## config.mk

```make
export PLATFORM = sky130hd
export DESIGN_NAME = com_host_ctrl
export DESIGN_NICKNAME = d
export VERILOG_FILES = /design/src/rtl/com_host_pkg.sv /design/src/rtl/com_host_ctrl_rd_lat_pipe.sv /design/src/rtl/com_host_ctrl.sv
export SDC_FILE = /design/constraint.sdc
export NUM_CORES = 1
export LEC_CHECK = 0
export CAP_MARGIN = 20
export CORE_UTILIZATION = 50
export DETAILED_ROUTE_END_ITERATION = 16
export GPL_ROUTABILITY_DRIVEN = 1
export MAX_ROUTING_LAYER = met4
export PLACE_DENSITY = 0.77
export RECOVER_POWER = 50
export SYNTH_ARGS = -nofsm -noshare
export SYNTH_HDL_FRONTEND = slang
export SYNTH_SLANG_ARGS = --single-unit
export TNS_END_PERCENT = 20
```

## constraint.sdc

```tcl
create_clock -name clk -period 5.8 [get_ports clk]
set_clock_uncertainty 0.05 [all_clocks]
set_input_delay 0.58 -clock clk [delete_from_list [all_inputs] [get_ports clk]]
set_output_delay 0.58 -clock clk [all_outputs]
set_load 0.05 [all_outputs]
```

## src/rtl/com_host_pkg.sv

```systemverilog
// com_host_pkg: shared types for the host-side com port initiator.
// Status codes are also decoded by the array's memory selector.
package com_host_pkg;

  localparam int ADDR_W = 16;
  localparam int DATA_W = 16;

  typedef enum logic [1:0] {
    ST_IDLE = 2'b00,
    ST_LOAD = 2'b01,
    ST_RUN  = 2'b10,
    ST_READ = 2'b11
  } status_t;

  typedef enum logic [2:0] {
    IDLE,
    LOAD,
    RUN,
    READ,
    FIN
  } state_t;

  function automatic status_t status_of(input state_t s);
    status_t r;
    r = ST_IDLE;
    unique case (s)
      LOAD:    r = ST_LOAD;
      RUN:     r = ST_RUN;
      READ:    r = ST_READ;
      default: r = ST_IDLE;
    endcase
    return r;
  endfunction

endpackage

```

## src/rtl/com_host_ctrl_rd_lat_pipe.sv

```systemverilog
// rd_lat_pipe: flags the edge on which com_data_out holds the read data.
// Ports: clk, rst_n, issue (address presented this edge), hit (capture now).
module rd_lat_pipe #(
  parameter int RD_LAT = 1
) (
  input  logic clk,
  input  logic rst_n,
  input  logic issue,
  output logic hit
);

  logic [RD_LAT-1:0] sr;

  always_ff @(posedge clk or negedge rst_n) begin
    if (!rst_n) begin
      sr <= '0;
    end else begin
      sr[0] <= issue;
      for (int i = 1; i < RD_LAT; i++) sr[i] <= sr[i-1];
    end
  end

  assign hit = sr[RD_LAT-1];

endmodule

```

## src/rtl/com_host_ctrl.sv

```systemverilog
// com_host_ctrl: loads a word stream into array DRAM, runs, reads results.
// Ports: start/busy/done/timeout_err, in_* load stream, out_* result stream, com_* DRAM port.
module com_host_ctrl
  import com_host_pkg::*;
#(
  parameter logic [ADDR_W-1:0] LOAD_BASE = 16'h0000,
  parameter int                LOAD_LEN  = 16,
  parameter logic [ADDR_W-1:0] RES_BASE  = 16'h0100,
  parameter int                RES_LEN   = 16,
  parameter int                RD_LAT    = 1,
  parameter int                SETTLE    = 2,
  parameter int                TIMEOUT   = 65535
) (
  input  logic              clk,
  input  logic              rst_n,
  input  logic              start,
  input  logic [DATA_W-1:0] in_data,
  input  logic              in_valid,
  output logic              in_ready,
  output logic [DATA_W-1:0] out_data,
  output logic              out_valid,
  input  logic              out_ready,
  output logic              busy,
  output logic              done,
  output logic              timeout_err,
  output logic [1:0]        status,
  output logic [DATA_W-1:0] com_data_in,
  output logic [ADDR_W-1:0] com_addr,
  output logic              com_wr_en,
  input  logic [DATA_W-1:0] com_data_out,
  input  logic              end_process
);

  localparam int CW = ADDR_W + 1;
  localparam logic [CW-1:0] ONE  = CW'(1);
  localparam logic [CW-1:0] LD_N = CW'(LOAD_LEN);
  localparam logic [CW-1:0] RS_N = CW'(RES_LEN);
  localparam logic [CW-1:0] ST_N = CW'(SETTLE);
  localparam logic [CW-1:0] TO_N = CW'(TIMEOUT == 0 ? 0 : TIMEOUT - 1);
  localparam bit TO_EN  = TIMEOUT != 0;
  localparam bit HAS_LD = LOAD_LEN != 0;
  localparam bit HAS_RS = RES_LEN != 0;

  state_t state, state_n;
  logic [CW-1:0] idx, cnt, rd_next;
  logic ld_hs, rd_hs, issue, to_set, hit;

  // in_ready drops once all words are taken so the last write drains in LOAD
  assign in_ready = (state == LOAD) && (idx != LD_N);
  assign busy     = state != IDLE;
  assign done     = state == FIN;
  assign rd_next  = (state == RUN) ? '0 : idx + ONE;

  rd_lat_pipe #(.RD_LAT(RD_LAT)) u_lat (
    .clk   (clk),
    .rst_n (rst_n),
    .issue (issue),
    .hit   (hit)
  );

  always_ff @(posedge clk or negedge rst_n) begin
    if (!rst_n) state <= IDLE;
    else        state <= state_n;
  end

  always_comb begin
    state_n = state;
    ld_hs   = 1'b0;
    rd_hs   = 1'b0;
    issue   = 1'b0;
    to_set  = 1'b0;
    unique case (state)
      IDLE: if (start) state_n = HAS_LD ? LOAD : RUN;
      LOAD: begin
        ld_hs = in_valid && in_ready;
        if (idx == LD_N) state_n = RUN;
      end
      RUN: begin
        // end_process has priority over a same-cycle timeout
        if (end_process && cnt >= ST_N) begin
          state_n = HAS_RS ? READ : FIN;
          issue   = HAS_RS;
        end else if (TO_EN && cnt == TO_N) begin
          state_n = FIN;
          to_set  = 1'b1;
        end
      end
      READ: begin
        rd_hs = out_valid && out_ready;
        if (rd_hs) begin
          if (idx + ONE == RS_N) state_n = FIN;
          else                   issue   = 1'b1;
        end
      end
      FIN:     state_n = IDLE;
      default: state_n = IDLE;
    endcase
  end

  always_ff @(posedge clk or negedge rst_n) begin
    if (!rst_n) begin
      status      <= ST_IDLE;
      idx         <= '0;
      cnt         <= '0;
      com_wr_en   <= 1'b0;
      com_addr    <= '0;
      com_data_in <= '0;
      out_data    <= '0;
      out_valid   <= 1'b0;
      timeout_err <= 1'b0;
    end else begin
      status    <= status_of(state_n);
      com_wr_en <= ld_hs;
      // saturate so a long untimed run never re-enters the settle window
      if (state != RUN)   cnt <= '0;
      else if (cnt != '1) cnt <= cnt + ONE;
      if (state == IDLE && start) begin
        idx         <= '0;
        timeout_err <= 1'b0;
      end
      if (to_set) timeout_err <= 1'b1;
      if (ld_hs) begin
        idx         <= idx + ONE;
        com_addr    <= LOAD_BASE + idx[ADDR_W-1:0];
        com_data_in <= in_data;
      end
      if (issue) begin
        idx      <= rd_next;
        com_addr <= RES_BASE + rd_next[ADDR_W-1:0];
      end
      if (hit) begin
        out_data  <= com_data_out;
        out_valid <= 1'b1;
      end else if (rd_hs) begin
        out_valid <= 1'b0;
      end
    end
  end

endmodule

```

Yosys cells after proc, flatten, opt, wreduce, memory -nomap -nowiden
Index checks and enable logic that the tools add are counted.
- add/subtract/negate cells: 3
- magnitude comparators: 1
- eq/ne operators: 13
- muxes and demuxes: 29
- reductions and logical operators: 12
- operators with widths (kind ; count):
    $mux W17 ; 6
    $add A17 B1 Y17 const B ; 2
    $eq A17 B5 Y1 const B ; 2
    $mux W16 ; 2
    $mux W3 ; 6
    $eq A17 B16 Y1 const B ; 1
    $ge A17 B2 Y1 const B ; 1
    $ne A17 B17 Y1 const B ; 1
    $ne A17 B5 Y1 const B ; 1
    $add A9 B16 Y16 const A ; 1
    $eq A3 B2 Y1 const B ; 4
    $mux W1 ; 12
    $pmux W3 S4 ; 1
    $reduce_bool A2 Y1 ; 4
    $eq A3 B1 Y1 const B ; 2
    $pmux W2 S3 ; 1
    $reduce_bool A3 Y1 ; 2
    $logic_and A1 B1 Y1 ; 5
    $eq A3 B3 Y1 const B ; 1
    $logic_not A3 Y1 ; 1
    $ne A3 B2 Y1 const B ; 1
    $pmux W1 S2 ; 1
- bits in registers: 91
- bits of input ports: 38

Depth between registers and ports, before layout
Gate-level depths: netlist of run 1.
- depth in word-level cells: 7
- gate-level depth with buffers: 13
- mapped depth without buffers: 11

Cells and area by module
A second synthesis of run 1 with hierarchy kept.
- cell total of the unflattened synthesis: 513
- area total of the unflattened synthesis: 4890.9 sq um
- by module, submodules not included (module ; times used ; cells an instance ; area each (sq um) ; seq. area each (sq um)):
    com_host_ctrl ; 1 ; 512 ; 4865.9 ; 2252.2
    rd_lat_pipe ; 1 ; 1 ; 25.0 ; 25.0

Worst setup path after synthesis of run 1
Ideal clock, no wire load.
- path kind: flip-flop to flip-flop
- from: reg idx[0]
- to: reg idx[13]
- library setup time: 0.078 ns
- arrival time: 2.559 ns
- setup slack: 3.113 ns
- cell stages (with the launch flop): 12
- buffers on the path: 2
- path through: dfrtp_1 > inv_1 > ha_1 > nor4b_1 > nand4_1 > and4bb_2 > nand2_1 > inv_1 > clkbuf_1 > buf_1 > o21ai_0 > a21oi_1
- longest elaborated chain between the ends: 6
- elaborated cells on any way between the ends: 13
- those cells by class: 1 x add/sub; 2 x eq/ne; 7 x mux; 3 x reduce/logical
- ends and longest elaborated chain (item ; RTL line ; source):
    from (decl) ; com_host_ctrl.sv:45 ; logic [CW-1:0] idx, cnt, rd_next;
    from (signal assigned) ; com_host_ctrl.sv:123 ; idx <= idx + ONE;
    from (signal assigned) ; com_host_ctrl.sv:128 ; idx <= rd_next;
    $ne A17 B5 Y1 (*) ; com_host_ctrl.sv:49 ; assign in_ready = (state == LOAD) && (idx != LD_N);
    $logic_and A1 B1 Y1 (*) ; com_host_ctrl.sv:49 ;
    via in_ready ; com_host_ctrl.sv:19 ; output logic in_ready,
    $logic_and A1 B1 Y1 (*) ; com_host_ctrl.sv:75 ; ld_hs = in_valid && in_ready;
    $mux W1 (*) ; com_host_ctrl.sv:72 ; unique case (state)
    $mux W17 ; com_host_ctrl.sv:122 ; if (ld_hs) begin
    $mux W17 ; com_host_ctrl.sv:127 ; if (issue) begin
The timed path passes the listed nets; every way through them passes the cells marked *.
A chain may end at the register's enable or synchronous reset.

Final worst setup path of run 1
- from: reg idx[4]
- to: reg idx[5]
- longest elaborated chain between the ends: 6
- elaborated cells on any way between the ends: 13
- those cells by class: 1 x add/sub; 2 x eq/ne; 7 x mux; 3 x reduce/logical
- ends and longest elaborated chain (item ; RTL line):
    $add A17 B1 Y17 / $ne A17 B5 Y1 (equally long branches) ; n/a
    $eq A17 B5 Y1 / $logic_and A1 B1 Y1 (equally long branches) ; com_host_ctrl.sv:91, com_host_ctrl.sv:49
    $mux W1 / $logic_and A1 B1 Y1 (equally long branches) ; com_host_ctrl.sv:91, com_host_ctrl.sv:75
    $mux W1 (on tied branches) ; com_host_ctrl.sv:90, com_host_ctrl.sv:72
    $pmux W1 S2 / $mux W17 (equally long branches) ; com_host_ctrl.sv:72, com_host_ctrl.sv:122
    $reduce_bool A3 Y1 (no line) / $mux W17 (equally long branches) ; n/a
Parallel ways exist; a longest one is shown, timed or not.

==> results of run 1 <==
==> sequential cells by signal, summed over array words and instances, names as in the netlist <==
signal	flops
cnt	17
state	3
out_valid	1
out_data	16
com_data_in	16
status	2
timeout_err	1
u_lat.hit	1
idx	17
com_addr	16
com_wr_en	1
==> power groups by stage <==
stage	clock network (mW)	registers [mW]	logic, mW
after global placement	0	0.890	1.18
after detailed placement	0	0.900	1.20
after floorplan	0	1.33	0.355
after CTS	0.421	0.889	1.20
final	0.409	0.886	1.19
after global routing	0.443	0.909	1.25
==> through the flow <==
stage               hold WS (ns)  std cells  power [mW]  cell area (µm²)  setup slack (ns)
floorplan                  0.234        479        1.69             4750              3.11
global route               0.454        672        2.60             5860              1.81
detailed placement         0.411        656        2.10             5680              2.10
finish                     0.426        672        2.48             5860              2.05
CTS                        0.108        672        2.51             5870              2.09
global placement           0.406        656        2.07             5680              2.26
==> routing by layer <==
layer / vias to the layer above / GRT usage / wire [µm]
li1: 1855 / - / -
met1: 1957 / 0.325 / 4880
met2: 128 / 0.389 / 5410
met3: 25 / 0.0443 / 619
met4: 0 / 0.0973 / 224
met5: - / - / 0
==> cell type report <==
cell class,instances,area [µm²],area share
multi-input cells,346,2260,0.386
clock inverters,5,50.0,0.00853
clock buffers,11,141,0.0241
inverters,11,41.3,0.00704
well taps,111,139,0.0237
flip-flops and latches,91,2280,0.388
repair buffers,97,952,0.162
==> layout by cell type, fill, tap and decap left out, types with 12 or more instances in the layout <==
cell,n
nand3_1,16
nor4_1,12
mux2_2,18
nand2_1,70
a221o_1,12
nand4_1,16
dfrtp_1,91
a21oi_1,18
nor2_1,38
clkdlybuf4s50_1,81
xor2_1,14
o21ai_0,17
==> worst register-to-register path, cell delays in order, from the launching register on <==
cell,delay (ns)
dfrtp_1,0.51
nand4_2,0.42
or4_1,0.68
xnor2_2,0.19
nor3_2,0.38
a21o_1,0.77
nand2_2,0.24
a221o_1,0.40
==> worst max-delay path by stage <==
stage	slack (ns)	to	cells after the start
6_report	2.05	idx[5]$_DFFE_PN0P_	7
5_1_grt	1.81	idx[4]$_DFFE_PN0P_	7
4_1_cts	2.09	idx[5]$_DFFE_PN0P_	7
3_5_place_dp	2.10	idx[9]$_DFFE_PN0P_	7
3_3_place_gp	2.26	idx[8]$_DFFE_PN0P_	7
2_1_floorplan	3.11	idx[13]$_DFFE_PN0P_	11
==> cell families (layout without fill, tap and decap cells) <==
| kind of cell | after synthesis | count (layout) | share of synthesized area |
|---|---|---|---|
| simple gates | 207 | 207 | 0.227 |
| compound gates | 82 | 82 | 0.126 |
| flops | 91 | 91 | 0.480 |
| buf+inv | 42 | 124 | 0.0435 |
| fa+ha+maj | 6 | 6 | 0.0158 |
| mux | 27 | 27 | 0.0617 |
| xor+xnor | 24 | 24 | 0.0459 |
==> impl_metrics.ini, run 1 <==
[status]
status = finished, violations left
violations = max-capacitance violations, max-slew violations

[floorplanning]
die_y_um = 99.4
start_util = 0.516
ios = 94
core_area_um2 = 9200
fp.dieArea_um2 = 9890
row_count = 35
die_w_um = 99.4

[logic_synthesis]
ys_warn_count = 0
syn-instance-count = 479
synth.cell_area_um2 = 4750
ys.flop_type = dfrtp_1
synth_area_leader_cell = dfrtp_1
ys_seq_elements = 91
syn_area_per_cell_um2 = 9.91
ys_async_sr_fraction = 1.00
netlist.area_leader.share = 0.480
synth_area_leaders = dfrtp_1 48%, nand2_1 5.5%, mux2_2 4.3%, nor2_1 3.0%, xor2_1 2.6%
ys_seq_area_frac = 0.480
ys_types = 55
synth_fp_nets = 523
synth_enable_flop_cells = 0
synth_common_cells = 91 x dfrtp_1, 70 x nand2_1, 38 x nor2_1, 18 x a21oi_1, 18 x mux2_2
yosysMostFrequentCell = dfrtp_1

[power]
p_sw_frac = 0.460
p_per_area_nw_per_um2 = 423
internal-power_mw = 1.34
p_leak_nw = 2.57
peakVddDrop_mv = 0.296
total_switching_power_mw = 1.14
pwr-share-clk = 0.165
comb_power_share = 0.478
seq_power_share = 0.357

[detailed_routing]
route.detailed.drc = 0
wire_per_inst_um = 16.6
dr.pass1.iters = 5
drt_iter0_drc = 216
vias = 3965
viasPerCell = 5.90
ant_nets = 0
drt_wl_total_um = 11100

[critical_path]
reg2reg_from = idx[4]$_DFFE_PN0P_
slowest_delay_ns = 0.77
reg2regPathDepth = 7
critPathLaunch = idx[4]$_DFFE_PN0P_
worstReg2RegEnd = idx[5]$_DFFE_PN0P_
path_class = flip-flop to flip-flop
arrival_ns = 3.95
crit_required_ns = 5.99
path_max_fanout = 25
cp_cell_sequence = nand4_2 > or4_1 > xnor2_2 > nor3_2 > a21o_1 > nand2_2 > a221o_1
slowest_stage = a21o_1
critPathBufInv = 0
crit_path_start_kind = flip-flop
cpLargestDelayFamily = simple AND/OR/NAND/NOR gates
r2r_slack_ns = 2.05
cp-end-kind = flip-flop

[layout]
areaGrowthSynthToFinish_pct = 23.5
fin_util = 0.638
layout.nets = 600
diodes = 0
layout-drive-gt1-share = 0.0963
n_fill_cell = 762

[hold_path]
hold_start = com_data_in[10]$_DFFE_PN0P_
worstHoldPathType = flip-flop to flip-flop
worstHoldPathCells = 2
holdPathEnd = com_data_in[10]$_DFFE_PN0P_

[sta]
slew_headroom = -0.250
finalSetupViolCount = 0
fin_crit_ns = 3.75
timing.fmax_mhz = 266
drv_slew = 34
rsz0062_at_grt = false
worstMarginPinSlew_ns = 1.88
min_period_over_period = 0.647
finalHoldViolCount = 0
tns_ns = 0

[clocking]
cts_hold_buf = 0
htree_levels = 3
cts.sinks = 91
cts_buffers = 9
clock_path_buffers = 2
cts_tree = yes
cts_setup_buffers = 0
clk_pin_slew_ns = 0.09
root_buffer = clkbuf_8
insertion_delay_ns = 0.37
cts_resized = 0

[global_route]
grt_pass1_vias = 3952
track_usage = 0.249
grt_antenna_before_repair = 0
grt-ovfl-total = 0
grt_max_degree = 60
grt_pass1_wl_um = 18800

[placed_design]
dp_hpwl_um = 7760
port-buffer-count = 93
gp_congestion = 0.928

[run]
max_cap_viol_count = 1
Note: power is estimated with default switching activity, not from simulation.
==> inputs of run 2 (changes only) <==
Clock period 5.8 ns to 3.8 ns, I/O delays scaled along.
==> run 2 against run 1 <==
Compared with the run above: cell area increased by 0.66%; flip-flop and latch count unchanged; register-to-register slack worse by 1.7 ns; die area is the same; first-iteration DRC count is 14% lower; fmax up 7.9%; utilization is 0.42 points higher; sequential share of layout area down 0.26 points; the flow still finishes with violations (max-capacitance violations, max-slew violations).
==> impl_metrics.ini, run 2 (synthesis gave the netlist of run 1 again) <==
[hold_path]
holdPathEnd = com_data_in[3]$_DFFE_PN0P_
hold_start = com_data_in[3]$_DFFE_PN0P_
worstHoldPathType = flip-flop to flip-flop
worstHoldPathCells = 2

[status]
violations = max-capacitance violations, max-slew violations
status = finished, violations left

[clocking]
htree_levels = 3
clock_path_buffers = 2
cts_resized = 0
insertion_delay_ns = 0.36
clk_pin_slew_ns = 0.09
cts.sinks = 91
root_buffer = clkbuf_8
cts_tree = yes
cts_buffers = 9

[global_route]
grt-ovfl-total = 0
grt_max_degree = 81
track_usage = 0.248
grt_pass1_wl_um = 18800
grt_pass1_vias = 3897
grt_antenna_before_repair = 0

[critical_path]
path_max_fanout = 15
path_class = flip-flop to flip-flop
crit_required_ns = 3.99
reg2reg_from = idx[4]$_DFFE_PN0P_
reg2regPathDepth = 8
r2r_slack_ns = 0.32
arrival_ns = 3.67
crit_path_start_kind = flip-flop
worstReg2RegEnd = com_addr[4]$_DFFE_PN0P_
cp-end-kind = flip-flop

[layout]
reg.largest.list = cnt (17), idx (17)
mostFrequentLayoutCells = 91 x dfrtp_1, 81 x clkdlybuf4s50_1, 70 x nand2_1
layout_commonest_cell = dfrtp_1
layout.nets = 606
n_fill_cell = 762
layout-drive-gt1-share = 0.102
diodes = 0
fin_util = 0.642
areaGrowthSynthToFinish_pct = 24.4

[placed_design]
port-buffer-count = 93
gp_congestion = 0.895
dp_hpwl_um = 7720

[floorplanning]
fp.dieArea_um2 = 9890
die_y_um = 99.4
die_w_um = 99.4
ios = 94
core_area_um2 = 9200
row_count = 35
start_util = 0.516

[detailed_routing]
wire_per_inst_um = 16.4
drt_wl_total_um = 11100
vias = 3903
viasPerCell = 5.76
route.detailed.drc = 0
drt_iter0_drc = 185
dr.pass1.iters = 4
ant_nets = 0

[sta]
finalHoldViolCount = 0
rsz0062_at_grt = false
min_period_over_period = 0.916
worstMarginPinSlew_ns = 1.58
fin_crit_ns = 3.48
drv_slew = 67
timing.fmax_mhz = 287
slew_headroom = -0.0525
tns_ns = 0
finalSetupViolCount = 0

[power]
peakVddDrop_mv = 0.467
p_leak_nw = 2.59
p_total_mw = 3.80
p_per_area_nw_per_um2 = 644

[run]
max_cap_viol_count = 1
-- run 2: repair_timing --
item	in CTS	in global routing
setup endpoints to repair	0	0
setup buffers	0	0
hold buffers	0	1
hold endpoints to repair	0	13
-- run 2: critical path: stages (launching register included) --
cell and delay, ns:
dfrtp_1 0.53, nand4_2 0.41, or4_1 0.67, xnor2_2 0.19, nor3_2 0.38, a21o_1 0.45
buf_4 0.30, o21ai_1 0.08, a221o_1 0.31
-- run 2: cell type report --
| class | count | area [µm²] | share of cell area |
|---|---|---|---|
| Sequential cell | 91 | 2280 | 0.386 |
| Multi-Input combinational cell | 346 | 2260 | 0.383 |
| Timing Repair Buffer | 103 | 996 | 0.169 |
| Clock buffer | 11 | 141 | 0.0240 |
| Tap cell | 111 | 139 | 0.0235 |
| Clock inverter | 5 | 45.0 | 0.00763 |
| Inverter | 11 | 41.3 | 0.00699 |
-- run 2: stage by stage --
step | setup WS [ns] | instance area (µm²) | hold slack (ns) | cells
2_1_floorplan | 1.11 | 4750 | 0.0344 | 479
3_3_place_gp | 0.526 | 5710 | 0.406 | 660
3_5_place_dp | 0.405 | 5710 | 0.416 | 660
4_1_cts | 0.365 | 5900 | 0.156 | 676
5_1_grt | 0.0764 | 5900 | 0.456 | 678
6_report | 0.321 | 5900 | 0.430 | 678
-- run 2: power by group --
part / switching [mW] / total (mW) / internal (mW)
clock network: 0.361 / 0.628 / 0.267
registers: 0.164 / 1.36 / 1.19
logic: 1.21 / 1.82 / 0.601
-- run 2: metal layers --
layer	GRT usage	wire [µm]	vias up	part of all wire
li1	-	-	1866	-
met1	0.319	4850	1914	0.44
met2	0.405	5490	115	0.49
met3	0.0562	703	8	0.063
met4	0.0532	61	0	0.0055
met5	-	0	-	0
-- run 2: how the worst max path moves through the flow --
stage	start	endpoint	cells after the start	slack, ns
floorplan	idx[0]$_DFFE_PN0P_	idx[13]$_DFFE_PN0P_	11	1.11
global placement	idx[4]$_DFFE_PN0P_	com_addr[4]$_DFFE_PN0P_	8	0.53
detailed placement	idx[4]$_DFFE_PN0P_	com_addr[4]$_DFFE_PN0P_	8	0.40
CTS	idx[4]$_DFFE_PN0P_	com_addr[4]$_DFFE_PN0P_	8	0.37
global route	idx[4]$_DFFE_PN0P_	com_addr[4]$_DFFE_PN0P_	8	0.08
finish	idx[4]$_DFFE_PN0P_	com_addr[4]$_DFFE_PN0P_	8	0.32
